--- config.mk ---
export PLATFORM = sky130hd
export DESIGN_NAME = updown_counter_core
export DESIGN_NICKNAME = d
export VERILOG_FILES = /design/src/rtl/updown_counter_pkg.sv /design/src/rtl/updown_counter_core_tick.sv /design/src/rtl/updown_counter_core.sv
export SDC_FILE = /design/constraint.sdc
export NUM_CORES = 1
export LEC_CHECK = 0
export CAP_MARGIN = 0
export CORE_UTILIZATION = 60
export CTS_BUF_LIST = sky130_fd_sc_hd__clkbuf_8
export DETAILED_ROUTE_END_ITERATION = 16
export GPL_ROUTABILITY_DRIVEN = 0
export HOLD_SLACK_MARGIN = 0.03
export PLACE_DENSITY = 0.93
export SLEW_MARGIN = 20
export SYNTH_ARGS = -nofsm -noshare
export SYNTH_HDL_FRONTEND = slang
export SYNTH_SLANG_ARGS = --single-unit
--- constraint.sdc ---
create_clock -name clk -period 2.7 [get_ports clk]
set_input_delay 0.405 -clock clk [delete_from_list [all_inputs] [get_ports clk]]
set_output_delay 0.405 -clock clk [all_outputs]
set_load 0.05 [all_outputs]
--- src/rtl/updown_counter_pkg.sv ---
// Shared encodings for the decimal up/down counter block.
package updown_counter_pkg;

    localparam int unsigned COUNT_W = 14;

    localparam logic DIR_UP   = 1'b0;
    localparam logic DIR_DOWN = 1'b1;

    typedef enum logic [1:0] {
        STOP  = 2'd0,
        RUN   = 2'd1,
        CLEAR = 2'd2
    } state_e;

endpackage

--- src/rtl/updown_counter_core_tick.sv ---
// Count-rate prescaler: a 0..DIV-1 counter that pulses tick on its last value while enabled.
module count_tick_gen #(
    parameter int unsigned DIV = 10
) (
    input  logic clk,
    input  logic reset,
    input  logic en,
    input  logic clr,
    output logic tick
);

    localparam int unsigned W    = (DIV > 1) ? $clog2(DIV) : 1;
    localparam logic [W-1:0] Last = W'(DIV - 1);

    logic [W-1:0] cnt_q, cnt_d;

    always_comb begin
        cnt_d = cnt_q;
        if (clr) begin
            cnt_d = '0;
        end else if (en) begin
            cnt_d = (cnt_q == Last) ? '0 : cnt_q + 1'b1;
        end
    end

    always_ff @(posedge clk or posedge reset) begin
        if (reset) begin
            cnt_q <= '0;
        end else begin
            cnt_q <= cnt_d;
        end
    end

    assign tick = en && (cnt_q == Last);

endmodule

--- src/rtl/updown_counter_core.sv ---
// Decimal up/down counter with run/stop/clear control, feeding a 4-digit FND controller.
module updown_counter_core
    import updown_counter_pkg::*;
#(
    parameter int unsigned CLK_FREQ    = 100_000_000,
    parameter int unsigned TICK_HZ     = 10,
    parameter int unsigned MAX_COUNT   = 9999,
    parameter int unsigned BLINK_TICKS = 5
) (
    input  logic               clk,
    input  logic               reset,
    input  logic               i_run_stop,
    input  logic               i_clear,
    input  logic               i_mode,
    output logic [COUNT_W-1:0] o_count,
    output logic [3:0]         o_dot,
    output logic               o_mode,
    output logic               o_running,
    output logic               o_tick
);

    localparam int unsigned DIV = CLK_FREQ / TICK_HZ;
    localparam int unsigned BW  = (BLINK_TICKS > 1) ? $clog2(BLINK_TICKS) : 1;

    localparam logic [COUNT_W-1:0] MaxCnt    = COUNT_W'(MAX_COUNT);
    localparam logic [BW-1:0]      BlinkLast = BW'(BLINK_TICKS - 1);

    state_e             state_q, state_d;
    logic [COUNT_W-1:0] count_q, count_d;
    logic [BW-1:0]      blink_cnt_q, blink_cnt_d;
    logic               phase_q, phase_d;
    logic               mode_q, mode_d;
    logic               tick_q, running_q, dot1_q, dot1_d;
    logic               tick;

    count_tick_gen #(
        .DIV (DIV)
    ) u_tick_gen (
        .clk   (clk),
        .reset (reset),
        .en    (state_q == RUN),
        .clr   (state_q == CLEAR),
        .tick  (tick)
    );

    always_ff @(posedge clk or posedge reset) begin
        if (reset) begin
            state_q <= STOP;
        end else begin
            state_q <= state_d;
        end
    end

    // Clear has priority over run/stop while stopped; clear is ignored while running.
    always_comb begin
        state_d = state_q;
        unique case (state_q)
            STOP: begin
                if (i_clear) begin
                    state_d = CLEAR;
                end else if (i_run_stop) begin
                    state_d = RUN;
                end
            end
            RUN: begin
                if (i_run_stop) begin
                    state_d = STOP;
                end
            end
            CLEAR:   state_d = STOP;
            default: state_d = STOP;
        endcase
    end

    // A tick uses the direction held before any coincident mode toggle.
    always_comb begin
        count_d     = count_q;
        blink_cnt_d = blink_cnt_q;
        phase_d     = phase_q;
        mode_d      = mode_q;
        if (state_q == CLEAR) begin
            count_d     = '0;
            blink_cnt_d = '0;
            phase_d     = 1'b0;
        end else begin
            if (i_mode) begin
                mode_d = ~mode_q;
            end
            if (tick) begin
                if (mode_q == DIR_UP) begin
                    count_d = (count_q == MaxCnt) ? '0 : count_q + 1'b1;
                end else begin
                    count_d = (count_q == '0) ? MaxCnt : count_q - 1'b1;
                end
                if (blink_cnt_q == BlinkLast) begin
                    blink_cnt_d = '0;
                    phase_d     = ~phase_q;
                end else begin
                    blink_cnt_d = blink_cnt_q + 1'b1;
                end
            end
        end
        dot1_d = ~(phase_d & (state_d == RUN));
    end

    always_ff @(posedge clk or posedge reset) begin
        if (reset) begin
            count_q     <= '0;
            blink_cnt_q <= '0;
            phase_q     <= 1'b0;
            mode_q      <= DIR_UP;
            tick_q      <= 1'b0;
            running_q   <= 1'b0;
            dot1_q      <= 1'b1;
        end else begin
            count_q     <= count_d;
            blink_cnt_q <= blink_cnt_d;
            phase_q     <= phase_d;
            mode_q      <= mode_d;
            tick_q      <= tick;
            running_q   <= (state_d == RUN);
            dot1_q      <= dot1_d;
        end
    end

    assign o_count   = count_q;
    assign o_mode    = mode_q;
    assign o_tick    = tick_q;
    assign o_running = running_q;
    assign o_dot     = {2'b11, dot1_q, 1'b1};

endmodule

## Yosys cells after proc, flatten, opt, wreduce, memory -nomap -nowiden

Cells that the tools add are included.

- Reductions and logical operators: 6
- Equality and inequality tests: 6
- Multiplexer cells: 18
- Bitwise operators: 5
- Add/sub/neg operators: 4

Operators with widths:

| cell | count |
|---|---|
| $mux W24 | 3 |
| $mux W14 | 5 |
| $add A24 B1 Y24 const B | 1 |
| $eq A24 B24 Y1 const B | 1 |
| $add A14 B1 Y14 const B | 1 |
| $eq A14 B14 Y1 const B | 1 |
| $logic_not A14 Y1 | 1 |
| $sub A14 B1 Y14 const B | 1 |
| $mux W3 | 3 |
| $mux W2 | 3 |
| $eq A2 B1 Y1 const B | 2 |
| $not A1 Y1 | 4 |
| $pmux W2 S2 | 1 |
| $reduce_bool A2 Y1 | 2 |
| $add A3 B1 Y3 const B | 1 |
| $eq A3 B3 Y1 const B | 1 |
| $mux W1 | 3 |
| $eq A2 B2 Y1 const B | 1 |
| $logic_not A2 Y1 | 1 |
| $reduce_and A2 Y1 | 1 |
| $and A1 B1 Y1 | 1 |
| $logic_and A1 B1 Y1 | 1 |

- Output and inout port bits: 21
- Register bits: 48
- Word-level logic and storage cells: 48
- Bits of input ports: 5

## Longest topological paths before layout

Gate-level depths: netlist of the first run.

- Depth after elaboration: 6
- Depth in mapped cells: 8

## By module

From an unflattened synthesis of the first run, not the netlist that was laid out.

- Cell total of the unflattened synthesis: 335
- Area total of the unflattened synthesis: 3032.9 um^2

Modules (own cells, without submodules):

| module | instances | cells each | area an instance (um^2) |
|---|---|---|---|
| updown_counter_core | 1 | 186 | 1646.6 |
| count_tick_gen | 1 | 149 | 1386.3 |

## Worst setup path after synthesis of the first run

Ideal clock, no wire load.

- Path type: register -> register
- Start point: register count_q[0], in the netlist o_count[0]
- End point: register count_q[5], in the netlist o_count[5]
- Clock period less this slack: 2470 ps
- Slack: 230 ps
- Stages on the path, launching flop included: 9
- Path buffers: 1
- Data arrival time: 2348 ps
- Library setup time: 122 ps
- Required time: 2578 ps
- Cells stage by stage: dfrtp_1 inv_1 ha_1 or4b_4 buf_6 o41a_1 a21oi_1 o31ai_1 a32o_1

- Cells in the longest elaborated chain, start to end: 5
- Elaborated cells on any way between the ends: 9

Ends and longest elaborated chain:

| item | line | source |
|---|---|---|
| start: declaration | updown_counter_core.sv:29 | `logic [COUNT_W-1:0] count_q, count_d;` |
| start signal: assignment | updown_counter_core.sv:116 | `count_q <= count_d;` |
| $add A14 B1 Y14, or another cell as far along | updown_counter_core.sv:91 | `count_d = (count_q == MaxCnt) ? '0 : count_q + 1'b1;` |
| $mux W14 (on tied branches) | updown_counter_core.sv:91, updown_counter_core.sv:93 |  |
| $mux W14 (*) | updown_counter_core.sv:90 | `if (mode_q == DIR_UP) begin` |
| $mux W14 (*) | updown_counter_core.sv:89 | `if (tick) begin` |
| $mux W14 (*) | updown_counter_core.sv:81 | `if (state_q == CLEAR) begin` |

Every way passes the cells marked *; elsewhere a longest branch is shown, timed or not. The select of a mux whose other input is x is not followed.
A chain may end at the register's enable or synchronous reset.

## Worst setup path in the final report of the first run

Same ends and word-level chain as after synthesis.

==> out/metrics.yaml, run 1 <==
clkLatencyLatePin_ns: 0.32
drv_cap: 0
fin_crit_ns: 2.38
cp-start-kind: "flip-flop"
grt_pass1_wl_um: 12800
rows: 26
via_count: 2908
power_w: 0.00194
reg2reg_slack_ns: 0.32
wl_per_cell_um: 17.2
h-tree-depth: 2
synth.yosys.seq_area_share_pct: 37.3
irDropWorstVdd_mv: 0.425
insertedDiodeCount: 0
port_buffers: 22
grt_pass1_vias: 2833
cp_data_required_time_ns: 2.92
synth-edff-count: 0
min_period_over_period_pct: 88.2
clkTransAtPathRegs_ns: 0.10
drt-total-wl_um: 7850
ys_types: 64
cts_inserted_buffers: 5
crit_slowest_cell: "or4b_4"
power_density_nw_per_um2: 535
async_flop_share_pct: 100
antenna_left: 0
avgViaCountPerCell: 6.36
nNetsFinal: 399
postCtsHoldBufs: 0
path_max_fanout: 9
comb_power_share_pct: 31.1
worstMarginPinSlew_ns: 0.511
grt_overflow: 0
end_kind: "flip-flop"
clk_path_buf_depth: 2
synthesis.area_um2: 3220
r2r-end: "o_count[5]"
seq_power_share_pct: 41.8
path_class: "reg -> reg"
p_switching_w: 0.000698
cts-root-buf: "clkbuf_8"
rsz0062_at_grt: "no"
coreArea_um2: 5140
placed_cell_area_um2: 3520
fin_area_um2: 3620
fp.dieW_um: 75.3
clock_skew_ns: 0.0115
synthFlopType: "dfrtp_1"
synthCells: 364
first_pass_iters: 4
die_y_um: 75.3
ys_seq_elements: 48
outcome: "completed"
grt_max_degree: 23
holdCritPathClass: "in -> async"
initialDrtViolationCount: 326
setup_tns_ns: 0
io_pins: 26
holdWs_ns: 0.353
area_growth_pct: 12.4
setup_viol: 0
cts_tree: "yes"
fmax_mhz: 420
clkPwrFrac_pct: 27.0
grt_use_total_pct: 30.2
hold_viol_final: 0
clock_sinks: 48
crit_arrival_ns: 2.60
crit_end: "o_count[5]"
reg2reg_depth: 7
switching_share_pct: 36.0
initial_core_util_pct: 62.7
crit_path_max_incr_delay_ns: 0.55
crit_start: "o_count[0]"
p_leak_nw: 1.54
slew_violations: 0
yosysWarnings: 0
dp_hpwl_um: 5490
antenna_found_initial: 0
timing.rr.start: "o_count[0]"
drive_gt1_share_pct: 10.3
crit_chain: "inv_1, ha_1, or4b_4, o41a_1, a21oi_1, o31ai_1, a32o_1"
route.detailed.drc: 0
slew_headroom_pct: 65.9
post_cts_resized: 0
intPower_w: 0.00124
post_cts_buffers: 0
avgSynthCellArea_um2: 8.86
dieArea_um2: 5670
[final cells by class]
| type | count | area, um2 |
|---|---|---|
| well taps | 70 | 87.6 |
| fillers | 401 | 1520 |
| inverters | 20 | 75.1 |
| repair buffers | 37 | 333 |
| clock buffers | 5 | 68.8 |
| clock inverters | 3 | 38.8 |
| flip-flops and latches | 48 | 1200 |
| multi-input cells | 274 | 1820 |
[Yosys cell counts (all sizes together) (3+ instances only)]
library cell,instances,area share [%]
dfrtp,47,36
nor2,40,4.8
a21oi,28,4.5
nand2,20,2.3
inv,19,2.2
nand3,18,2.8
o21ai,16,2.5
buf,15,3.2
nand4,15,3.4
xor2,14,3.8
nor4,11,2.8
xnor2,10,2.7
clkbuf,9,1.0
or4,9,2.4
ha,8,3.1
and3,6,1.2
nor3,6,1.1
o31ai,6,1.4
or3,6,1.2
a31oi,5,0.97
nor2b,5,0.97
o22ai,4,0.78
and2,3,0.58
[kinds of logic after synthesis]
| group | Yosys count | share of synthesized area, % |
|---|---|---|
| simple gates | 155 | 28.1 |
| mux | 2 | 0.621 |
| xor+xnor | 24 | 6.52 |
| other cells | 1 | 0.116 |
| buf+inv | 44 | 6.56 |
| flops | 48 | 37.3 |
| compound gates | 82 | 17.7 |
| fa+ha+maj | 8 | 3.10 |
[sequential cells by signal (all words and copies together), names as in the netlist]
signal and flops:
state_q 2, blink_cnt_q 3, o_running 1, u_tick_gen.cnt_q 24, o_mode 1, o_count 14
dot1_q 1, phase_q 1, o_tick 1
[critical path: cells and delay by family (launching register included)]
kind	cells	cell delay [ns]
AND/OR/NAND/NOR	1	0.55
buffers and inverters	1	0.09
flip-flops	1	0.47
adder cells (fa/ha/maj)	1	0.23
AO/OA/AOI/OAI	4	0.95
[worst min-delay path by stage]
stage	end	slack (ns)	cells after the start
final	o_count[13]	0.35	2
after global routing	o_count[2]	0.41	2
after global placement	u_tick_gen.cnt_q[6]	0.51	1
after detailed placement	u_tick_gen.cnt_q[6]	0.53	1
after CTS	o_count[2]	0.37	2
after floorplan	u_tick_gen.cnt_q[23]	0.49	1
[cell usage in the layout, fill, tap and decap left out, drive strengths merged, types with 8 or more instances in the layout]
master	Yosys	layout
nand4	15	15
buf	15	15
xor2	14	14
nand2	20	20
nor4	11	11
nor2	40	40
o21ai	16	16
inv	19	20
dfrtp	47	47
a21oi	28	28
clkdlybuf4s50	0	22
xnor2	10	10
nand3	18	18
ha	8	8
or4	9	9
[per-layer routing]
layer	vias up	GRT usage (%)	part of all wire, %
met5	-	0	0
met4	0	15.6	3.2
met3	35	5.69	6.3
met2	113	51.5	49
met1	1383	36.6	41
li1	1377	-	-
[power by group through the flow]
stage                     logic, W  clock network (W)  registers (W)
after floorplan           0.000387                  0       0.000851
after global placement    0.000569                  0       0.000818
after detailed placement  0.000596                  0       0.000823
after CTS                 0.000597           0.000526       0.000809
after global routing      0.000659           0.000552       0.000817
final                     0.000604           0.000524       0.000811
[per-stage QoR]
stage,util [%],worst slack [ns],instances
after global routing,70.5,0.242,457
after CTS,70.5,0.327,457
after floorplan,-,0.230,366
after global placement,68.4,0.426,449
after detailed placement,68.4,0.339,449
final,70.5,0.318,457
(Power assumes the default switching activity.)
==> inputs of run 2 (changes only) <==
--- a/config.mk
+++ b/config.mk
@@ -6,6 +6,7 @@
 export NUM_CORES = 1
 export LEC_CHECK = 0
 export CAP_MARGIN = 0
+export CORE_ASPECT_RATIO = 0.5
 export CORE_UTILIZATION = 60
 export CTS_BUF_LIST = sky130_fd_sc_hd__clkbuf_8
 export DETAILED_ROUTE_END_ITERATION = 16
==> run 2 against run 1 <==
Via count rose by 4.3%. Fmax is 3.6% lower. Die area increased by 0.32%. Sequential cell count unchanged. Critical endpoint unchanged. Register-to-register slack worse by 0.09 ns.
==> out/metrics.yaml, run 2 (synthesis gave the netlist of run 1 again) <==
coreArea_um2: 5040  # -1.9%
nNetsFinal: 396  # -0.75%
antenna_left: 0  # unchanged
initial_core_util_pct: 63.9  # +1.2 points
path_depth: 7  # unchanged
cts_inserted_buffers: 5  # unchanged
reg2reg_slack_ns: 0.23  # -0.09 ns
path_buf_inv: 1  # unchanged
fin_ws_ns: 0.228  # -0.0896 ns
critPathTopFamily: "compound AO/OA/AOI/OAI gates"
path_class: "reg -> reg"
dp_hpwl_um: 5610  # +2.2%
io_pins: 26  # unchanged
cts-root-buf: "clkbuf_8"
outcome: "completed"
route.met2.wl_um: 4040  # +4.6%
post-place-ws_ns: 0.312  # -0.0273 ns
avgViaCountPerCell: 6.68  # +5.0%
insertedDiodeCount: 0  # unchanged
post_cts_buffers: 0  # unchanged
slew_headroom_pct: 64.4  # -1.4 points
post_cts_resized: 0  # unchanged
holdCritPathClass: "in -> async"
crit_start: "o_count[1]"
area_growth_pct: 11.0
setup_viol: 0  # unchanged
min_period_over_period_pct: 91.6  # +3.3 points
slew_violations: 0  # unchanged
fillers: 350  # -13%
timing.rr.start: "o_count[1]"
cp_data_required_time_ns: 2.90  # -0.02 ns
cp-start-kind: "flip-flop"
clkLatencyLatePin_ns: 0.31  # about the same
postCtsHoldBufs: 0  # unchanged
hold_viol_final: 0  # unchanged
top_layer: "met4"
path_max_fanout: 8  # -1
worstMarginPinSlew_ns: 0.532  # +0.0214 ns
irDropWorstVdd_mv: 0.248  # -42%
reg2reg_depth: 7  # unchanged
drv_cap: 0  # unchanged
rows: 18  # -31%
port_buffers: 22  # unchanged
r2r-end: "o_count[5]"
wl_per_cell_um: 17.9  # +4.3%
cts_tree: "yes"
wl_met1_um: 3230  # about the same
holdWs_ns: 0.377  # +0.0246 ns
clkTransAtPathRegs_ns: 0.10  # about the same
initialDrtViolationCount: 236  # -28%
antenna_found_initial: 0  # unchanged
largest-register: "u_tick_gen.cnt_q"
clk_path_buf_depth: 2  # unchanged
grt_pass1_wl_um: 12900  # +0.91%
crit_end: "o_count[5]"
dieArea_um2: 5690  # +0.32%
clock_sinks: 48  # unchanged
setup_tns_ns: 0  # unchanged
final_cell_mix: "dfrtp_1, nor2_1, a21oi_1"
p_leak_nw: 1.51  # -1.9%
grt_use_total_pct: 29.1  # -1.1 points
power_density_nw_per_um2: 516  # -3.6%
rsz0062_at_grt: "no"
crit_path_max_incr_delay_ns: 0.56  # about the same
grt_pass1_vias: 2777  # -2.0%
fin_crit_ns: 2.47  # +0.0896 ns
crit_slowest_cell: "or4b_4"
drt-total-wl_um: 8130  # +3.6%
crit_arrival_ns: 2.68  # +0.08 ns
first_pass_iters: 5  # +1
largest_reg_flops: 24  # unchanged
end_kind: "flip-flop"
grt_max_degree: 23  # unchanged
via_count: 3034  # +4.3%
grt_overflow: 0  # unchanged
fp.dieW_um: 106  # +40%
die_y_um: 53.8  # -29%
dr_wl_met3_um: 740  # +49%
clock_skew_ns: 0.00819  # -0.00329 ns
fmax_mhz: 405  # -3.6%
crit_chain: "inv_1, ha_1, or4b_4, o41a_1, a21oi_1, o31ai_1, a32o_1"
drive_gt1_share_pct: 9.64  # -0.70 points
layout_commonest_cell: "dfrtp_1"
route.detailed.drc: 0  # unchanged
h-tree-depth: 2  # unchanged
==> run 2: changes by cell type in the layout (fill, tap and decap cells not counted), sizes merged <==
| cell | change |
|---|---|
| clkinvlp | +1 |
| buf | -3 |
| bufinv | -1 |
==> run 2: worst min-delay path by stage <==
stage | start | end | slack (ns) | cells after the start
after floorplan | u_tick_gen.cnt_q[23] | u_tick_gen.cnt_q[23] | 0.49 | 1
after global placement | u_tick_gen.cnt_q[6] | u_tick_gen.cnt_q[6] | 0.52 | 1
after detailed placement | u_tick_gen.cnt_q[2] | u_tick_gen.cnt_q[2] | 0.55 | 1
after CTS | reset | u_tick_gen.cnt_q[16] | 0.39 | 2
after global routing | reset | u_tick_gen.cnt_q[16] | 0.41 | 2
final | reset | u_tick_gen.cnt_q[17] | 0.38 | 2
==> run 2: per-layer routing <==
metal | up-vias | global-route usage [%]
met5 | - | 0
met4 | 0 | 10.6
met3 | 21 | 5.57
met2 | 188 | 52.4
met1 | 1465 | 36.1
li1 | 1360 | -
==> run 2: layout make-up <==
| cell class | instances | area (um2) | share of cell area, % |
|---|---|---|---|
| clock buffers | 5 | 68.8 | 1.92 |
| repair buffers | 34 | 310 | 8.67 |
| inverters | 20 | 75.1 | 2.10 |
| flip-flops and latches | 48 | 1200 | 33.6 |
| clock inverters | 3 | 16.3 | 0.455 |
| well taps | 70 | 87.6 | 2.45 |
| multi-input cells | 274 | 1820 | 50.8 |
==> run 2: through the flow <==
| step | power (W) | cells | area, um2 | util, % |
|---|---|---|---|---|
| 6_report | 0.00185 | 454 | 3580 | 70.9 |
| 5_1_grt | 0.00193 | 454 | 3580 | 70.9 |
| 4_1_cts | 0.00183 | 454 | 3580 | 70.9 |
| 3_5_place_dp | 0.00141 | 446 | 3490 | 69.2 |
| 3_3_place_gp | 0.00138 | 446 | 3490 | 69.2 |
| 2_1_floorplan | 0.00124 | 366 | 3230 | - |
==> run 2: power by group <==
part	leakage, nW	total [W]	internal (W)	switching [W]
combinational	0.810	0.000601	0.000205	0.000396
sequential	0.659	0.000811	0.000763	0.0000479
clock	0.0453	0.000434	0.000178	0.000256
